[config.mk]
export PLATFORM = sky130hd
export DESIGN_NAME = cut_sweep_ctrl
export DESIGN_NICKNAME = d
export VERILOG_FILES = /design/src/rtl/cut_sweep_pkg.sv /design/src/rtl/cut_misr.sv /design/src/rtl/cut_sweep_ctrl.sv
export SDC_FILE = /design/constraint.sdc
export NUM_CORES = 1
export LEC_CHECK = 0
export ABC_AREA = 0
export BUFFER_PORTS_ARGS = -buffer_cell sky130_fd_sc_hd__clkbuf_2
export CORE_MARGIN = 1
export CORE_UTILIZATION = 50
export DETAILED_ROUTE_END_ITERATION = 7
export HOLD_SLACK_MARGIN = 0.15
export PLACE_DENSITY = 0.85
export SYNTH_ARGS = -nofsm -noshare
export SYNTH_HDL_FRONTEND = slang
export SYNTH_SLANG_ARGS = --single-unit
[constraint.sdc]
create_clock -name clk -period 2.8 [get_ports clk]
set_clock_uncertainty 0.1 [all_clocks]
set_input_delay 0.56 -clock clk [delete_from_list [all_inputs] [get_ports clk]]
set_output_delay 0.56 -clock clk [all_outputs]
set_load 0.03 [all_outputs]
[src/rtl/cut_sweep_pkg.sv]
// rtl/cut_sweep_pkg.sv - shared state encoding, default MISR constants and MISR step
// for the exhaustive CUT sweep controller.
package cut_sweep_pkg;

  localparam int MISR_MAX = 32;
  localparam logic [MISR_MAX-1:0] DEF_POLY = 32'h04C11DB7;
  localparam logic [MISR_MAX-1:0] DEF_SEED = 32'hFFFFFFFF;

  typedef enum logic [2:0] {
    ST_IDLE,
    ST_APPLY,
    ST_SETTLE,
    ST_CAPTURE,
    ST_DONE
  } state_e;

  // One MISR step on the low w bits of the word; bits above w come back as zero.
  function automatic logic [MISR_MAX-1:0] misr_next(
    input logic [MISR_MAX-1:0] sig,
    input logic [MISR_MAX-1:0] data,
    input logic [MISR_MAX-1:0] poly,
    input int                  w
  );
    logic [MISR_MAX-1:0] mask;
    logic [MISR_MAX-1:0] top;
    mask = {MISR_MAX{1'b1}} >> (MISR_MAX - w);
    top  = mask ^ (mask >> 1);
    return ((sig << 1) ^ ((|(sig & top)) ? poly : '0) ^ data) & mask;
  endfunction

endpackage

[src/rtl/cut_misr.sv]
// rtl/cut_misr.sv - signature register: clear-to-SEED has priority over the
// enabled fold of one CUT output vector.
module cut_misr
  import cut_sweep_pkg::*;
#(
  parameter int                  MISR_W = 32,
  parameter int                  N_OUT  = 28,
  parameter logic [MISR_MAX-1:0] POLY   = DEF_POLY,
  parameter logic [MISR_MAX-1:0] SEED   = DEF_SEED
) (
  input  logic              clk,
  input  logic              rst_n,
  input  logic              clr_i,
  input  logic              en_i,
  input  logic [N_OUT-1:0]  data_i,
  output logic [MISR_W-1:0] sig_o
);

  logic [MISR_W-1:0]   sig_q, sig_d;
  logic [MISR_MAX-1:0] sig_ext, data_ext, step;

  always_comb begin
    sig_ext                = '0;
    sig_ext[MISR_W-1:0]    = sig_q;
    data_ext               = '0;
    data_ext[N_OUT-1:0]    = data_i;
    step                   = misr_next(sig_ext, data_ext, POLY, MISR_W);
    sig_d                  = sig_q;
    if (clr_i) begin
      sig_d = SEED[MISR_W-1:0];
    end else if (en_i) begin
      sig_d = step[MISR_W-1:0];
    end
  end

  always_ff @(posedge clk or negedge rst_n) begin
    if (!rst_n) begin
      sig_q <= SEED[MISR_W-1:0];
    end else begin
      sig_q <= sig_d;
    end
  end

  assign sig_o = sig_q;

endmodule

[src/rtl/cut_sweep_ctrl.sv]
// rtl/cut_sweep_ctrl.sv - exhaustive-sweep controller: drives all 2^N_IN vectors into
// the CUT, folds its outputs into a MISR and checks it. Option: CUT_SWEEP_ONES_COUNT_EN.
module cut_sweep_ctrl
  import cut_sweep_pkg::*;
#(
  parameter int                  N_IN       = 10,
  parameter int                  N_OUT      = 28,
  parameter int                  MISR_W     = 32,
  parameter logic [MISR_MAX-1:0] POLY       = DEF_POLY,
  parameter logic [MISR_MAX-1:0] SEED       = DEF_SEED,
  parameter int                  SETTLE_CYC = 1
`ifdef CUT_SWEEP_ONES_COUNT_EN
  ,parameter int                 CNT_IDX_A  = 0,
  parameter int                  CNT_IDX_B  = 7
`endif
) (
  input  logic              clk,
  input  logic              rst_n,
  input  logic              start,
  input  logic              abort,
  input  logic [MISR_W-1:0] exp_sig,
  output logic [N_IN-1:0]   cut_x,
  input  logic [N_OUT-1:0]  cut_f,
  output logic              busy,
  output logic              done,
  output logic              pass,
  output logic [MISR_W-1:0] sig,
  output logic [N_IN-1:0]   vec_idx
`ifdef CUT_SWEEP_ONES_COUNT_EN
  ,output logic [N_IN:0]    ones_a,
  output logic [N_IN:0]     ones_b
`endif
);

  // One extra index bit keeps the terminal compare clear of the wrap to zero.
  localparam logic [N_IN:0] LAST_IDX    = {1'b0, {N_IN{1'b1}}};
  localparam logic [N_IN:0] IDX_ONE     = {{N_IN{1'b0}}, 1'b1};
  localparam logic [7:0]    SETTLE_LOAD = 8'(SETTLE_CYC - 1);

  state_e            state_q, state_d;
  logic [N_IN:0]     vec_q, vec_d;
  logic [N_IN-1:0]   cut_x_q, cut_x_d;
  logic [MISR_W-1:0] exp_q, exp_d;
  logic [7:0]        cnt_q, cnt_d;
  logic              sweep_clr, cap_en, running;

  assign running = (state_q == ST_APPLY) || (state_q == ST_SETTLE) || (state_q == ST_CAPTURE);

  always_comb begin
    state_d   = state_q;
    vec_d     = vec_q;
    cut_x_d   = cut_x_q;
    exp_d     = exp_q;
    cnt_d     = cnt_q;
    sweep_clr = 1'b0;
    cap_en    = 1'b0;
    case (state_q)
      ST_IDLE, ST_DONE: begin
        if (start) begin
          state_d   = ST_APPLY;
          vec_d     = '0;
          exp_d     = exp_sig;
          sweep_clr = 1'b1;
        end
      end
      ST_APPLY: begin
        cut_x_d = vec_q[N_IN-1:0];
        if (SETTLE_CYC > 0) begin
          state_d = ST_SETTLE;
          cnt_d   = SETTLE_LOAD;
        end else begin
          state_d = ST_CAPTURE;
        end
      end
      ST_SETTLE: begin
        if (cnt_q == 8'd0) begin
          state_d = ST_CAPTURE;
        end else begin
          cnt_d = cnt_q - 8'd1;
        end
      end
      ST_CAPTURE: begin
        cap_en = 1'b1;
        if (vec_q == LAST_IDX) begin
          state_d = ST_DONE;
        end else begin
          vec_d   = vec_q + IDX_ONE;
          state_d = ST_APPLY;
        end
      end
      default: state_d = ST_IDLE;
    endcase
    // Abort outranks everything, including the final capture; results stay frozen.
    if (running && abort) begin
      state_d = ST_IDLE;
      vec_d   = vec_q;
      cut_x_d = cut_x_q;
      cnt_d   = cnt_q;
      cap_en  = 1'b0;
    end
  end

  always_ff @(posedge clk or negedge rst_n) begin
    if (!rst_n) begin
      state_q <= ST_IDLE;
      vec_q   <= '0;
      cut_x_q <= '0;
      exp_q   <= '0;
      cnt_q   <= '0;
    end else begin
      state_q <= state_d;
      vec_q   <= vec_d;
      cut_x_q <= cut_x_d;
      exp_q   <= exp_d;
      cnt_q   <= cnt_d;
    end
  end

  cut_misr #(
    .MISR_W (MISR_W),
    .N_OUT  (N_OUT),
    .POLY   (POLY),
    .SEED   (SEED)
  ) u_misr (
    .clk    (clk),
    .rst_n  (rst_n),
    .clr_i  (sweep_clr),
    .en_i   (cap_en),
    .data_i (cut_f),
    .sig_o  (sig)
  );

  assign busy    = running;
  assign done    = (state_q == ST_DONE);
  assign pass    = done && (sig == exp_q);
  assign cut_x   = cut_x_q;
  assign vec_idx = vec_q[N_IN-1:0];

`ifdef CUT_SWEEP_ONES_COUNT_EN
  logic [N_IN:0] ones_a_q, ones_b_q;

  always_ff @(posedge clk or negedge rst_n) begin
    if (!rst_n) begin
      ones_a_q <= '0;
      ones_b_q <= '0;
    end else if (sweep_clr) begin
      ones_a_q <= '0;
      ones_b_q <= '0;
    end else if (cap_en) begin
      ones_a_q <= ones_a_q + {{N_IN{1'b0}}, cut_f[CNT_IDX_A]};
      ones_b_q <= ones_b_q + {{N_IN{1'b0}}, cut_f[CNT_IDX_B]};
    end
  end

  assign ones_a = ones_a_q;
  assign ones_b = ones_b_q;
`endif

endmodule
==> results.md <==
- Gate Count Post-Synth: approximately 530
- Drt pass-1 iters: 5
- Critical path arrival: between 2 and 2.5 ns
- Dpl cells: between 700 and 800
- Slew Limit Fails: 0
- WS Path Type: reg -> out
- Dpl ws: around 0.31 ns
- Count leader, synth: nand2_1
- Post-synth EDFFs: 0
- Avg Cell Area, Syn: about 9.4 µm²
- First-pass GRT wire length: about 19 mm
- Period utilization: 99.64%
- Share of the synthesized area in the top cell type: 32.37%
- Area Growth Syn to Fin: 19.22%
- Iter 0 DRT Violations: around 320
- Ant. Diodes: 0
- WL per Instance: between 15 and 20 µm
- Synth area leaders: dfrtp_1 32%, dfstp_2 17%, nand2_1 13%, xnor2_1 7.8%, xor2_1 5.1%
- Synthesized area: ~4900 µm²
- Register area share after synthesis: between 40% and 50%
- Final worst slack: 0.009960 ns
- Final hold vios: 0
- RSZ-0062 raised after global routing: true
- Ports: about 120
- Largest net degree at the start of global routing: 72
- Starting Density: 52.54%
- Startpoint Class: flop
- Sink Count: 96
- Final setup fails: 0
- All-Layer GR Usage: between 20% and 30%
- Area leader, netlist: dfrtp_1
- Worst-path clk slew: 0.09 ns
- DR vias: approximately 4100
- Layout cell share with drive strength beyond 1: a little under a third
- Crit path max fanout: 4
- Number of port buffers: 118
- Remaining DRCs: 0
- Width of the die: ~100 µm
- RD Place Congestion: about 0.85
- Nets: around 700
- Reg-to-reg startpoint: vec_q[0]
- CTS Root Cell: clkbuf_8
- Power Dens Cells: 1013 nW/µm²
- Die H: approximately 100 µm
- Setup TNS: 0 ns
- R2R Setup Slk: approximately 0.5 ns
- Hold EP: exp_q[15]
- Critical Path RT: ~2.1 ns
- Post-synthesis register bit count: 96
- Synth warnings: 0
- Rel. slew slack: between 50 and 60%
- Max Cap Viol: 0
- Full die area: ~10000 µm²
- Fmax: 0.3584 GHz
- Initial antenna violation count: 0
- HPWL after DPL: 8.667 mm
- Run status: completed
- Hold WC Path Type: in -> reg
- Critical path capture point type: output pin
- Non-Filler Instances: between 700 and 800
- CTS tree: built
- Via density: approximately 5.4
- H-tree depth: 3
- Top cells by count, synth: 172 x nand2_1, 64 x dfrtp_1, 44 x xnor2_1
- R2R depth: 5
- Slew @ Worst Pin: about 0.7 ns
- Final Critical Period: between 2 and 3 ns
- Core area: between 9000 and 10000 µm²
- Clk buf depth: 2
- Netlist cell types: between 40 and 50
- Worst VDD drop: approximately 0.00056 V
- Worst skew pair latency: roughly 0.37 ns
- Static Leakage: 2.908 nW
- Hold Crit Start: exp_sig[15]
- Cell count of the worst hold path: 3
- Number of global-route vias before repair: between 3000 and 4000
- Main synth FF type: dfrtp_1
- Site Rows: 35
- WL final: about 12 mm
- CTS Buf Count: 9
- Antenna Nets Post-Route: 0
- Hold WS: 0.2793 ns
- FFs w/ async S/R, synth: 100.0%
- Grt ovf: 0
- Syn nets: roughly 600
- FF-to-FF End: vec_q[1]
==> cell type report <==
class | count | area (µm²)
fill | 781 | 3517
sequential | 96 | 2442
multi-input combinational | 389 | 2333
timing repair buffer | 135 | 744.5
clock buffer | 13 | 168.9
tap | 129 | 161.4
clock inverter | 3 | 25.02
inverter | 6 | 22.52
==> sequential cells by signal (all words and copies together) (netlist names) <==
register	flops
cnt_q	8
cut_x	10
vec_q	11
state_q	3
exp_q	32
u_misr.sig_o	32
==> cells by family (layout without fill, tap and decap cells) <==
family                   Yosys count  count (layout)  synth area share [%]
AND/OR/NAND/NOR                  242             242                 21.88
flip-flops                        96              96                 49.37
XOR/XNOR                          74              74                 13.25
AO/OA/AOI/OAI                     65              65                 9.383
buffers and inverters             43             157                 4.299
multiplexers                       5               5                 1.062
adder cells (fa/ha/maj)            3               3                0.7588
==> power breakdown <==
group          total (mW)  switching [mW]  internal [mW]  leakage [nW]
Clock               0.879           0.479          0.400        0.0958
Combinational        2.69            1.68           1.01          1.64
Sequential           2.40           0.440           1.96          1.17
==> worst max-delay path by stage <==
stage	slack, ns	to	startpoint	cells after the start
finish	0.01	pass	u_misr.sig_o[24]	5
global route	-0.06	pass	u_misr.sig_o[24]	5
CTS	0.009	pass	u_misr.sig_o[7]	5
detailed placement	0.31	pass	u_misr.sig_o[3]	5
global placement	0.33	pass	u_misr.sig_o[9]	5
floorplan	0.04	pass	u_misr.sig_o[31]	5
==> routing by layer <==
layer | routed length [µm] | GRT usage (%) | part of all wire, %
met2 | 5939 | 41.13 | 49
met1 | 5155 | 30.95 | 43
met5 | 0 | 0 | 0
met4 | 196 | 7.915 | 1.6
met3 | 761 | 6.970 | 6.3
==> worst max-delay path: stages, from the launching register on <==
cell,delay (ns)
dfstp_2,0.58
xor2_1,0.09
nor4_2,0.37
nand3_1,0.18
nor4_4,0.33
clkbuf_8,0.21
==> layout by cell type, fill, tap and decap left out, drive strengths merged, types with 3 or more instances in the layout <==
cell type	instances
xnor2	44
nor2	7
dfrtp	64
inv	6
ha	3
nand4	5
nor3	5
clkbuf	130
dfstp	32
or2	3
o21ai	11
o31ai	6
or3	3
nand2	172
nor4	7
a21oi	9
buf	17
nand2b	6
o211ai	28
xor2	30
nand3	11
or4	10
and2	4
mux2i	3
==> what timing repair did <==
item	in CTS	in global routing
setup endpoints to repair	1	1
pin swaps	0	2
gates resized for setup	3	2
buffers inserted	4	2
endpoints found under the hold margin	27	0
hold buffers	1	0
gates cloned	0	0
==> stage by stage <==
stage	utilization [%]	area [µm²]	total power, mW
after detailed placement	59.73	5624	5.042
after global placement	59.73	5624	4.909
after floorplan	-	4962	4.304
after global routing	62.64	5898	6.365
after CTS	62.35	5871	5.968
final	62.64	5898	5.972
(Power assumes the default switching activity.)
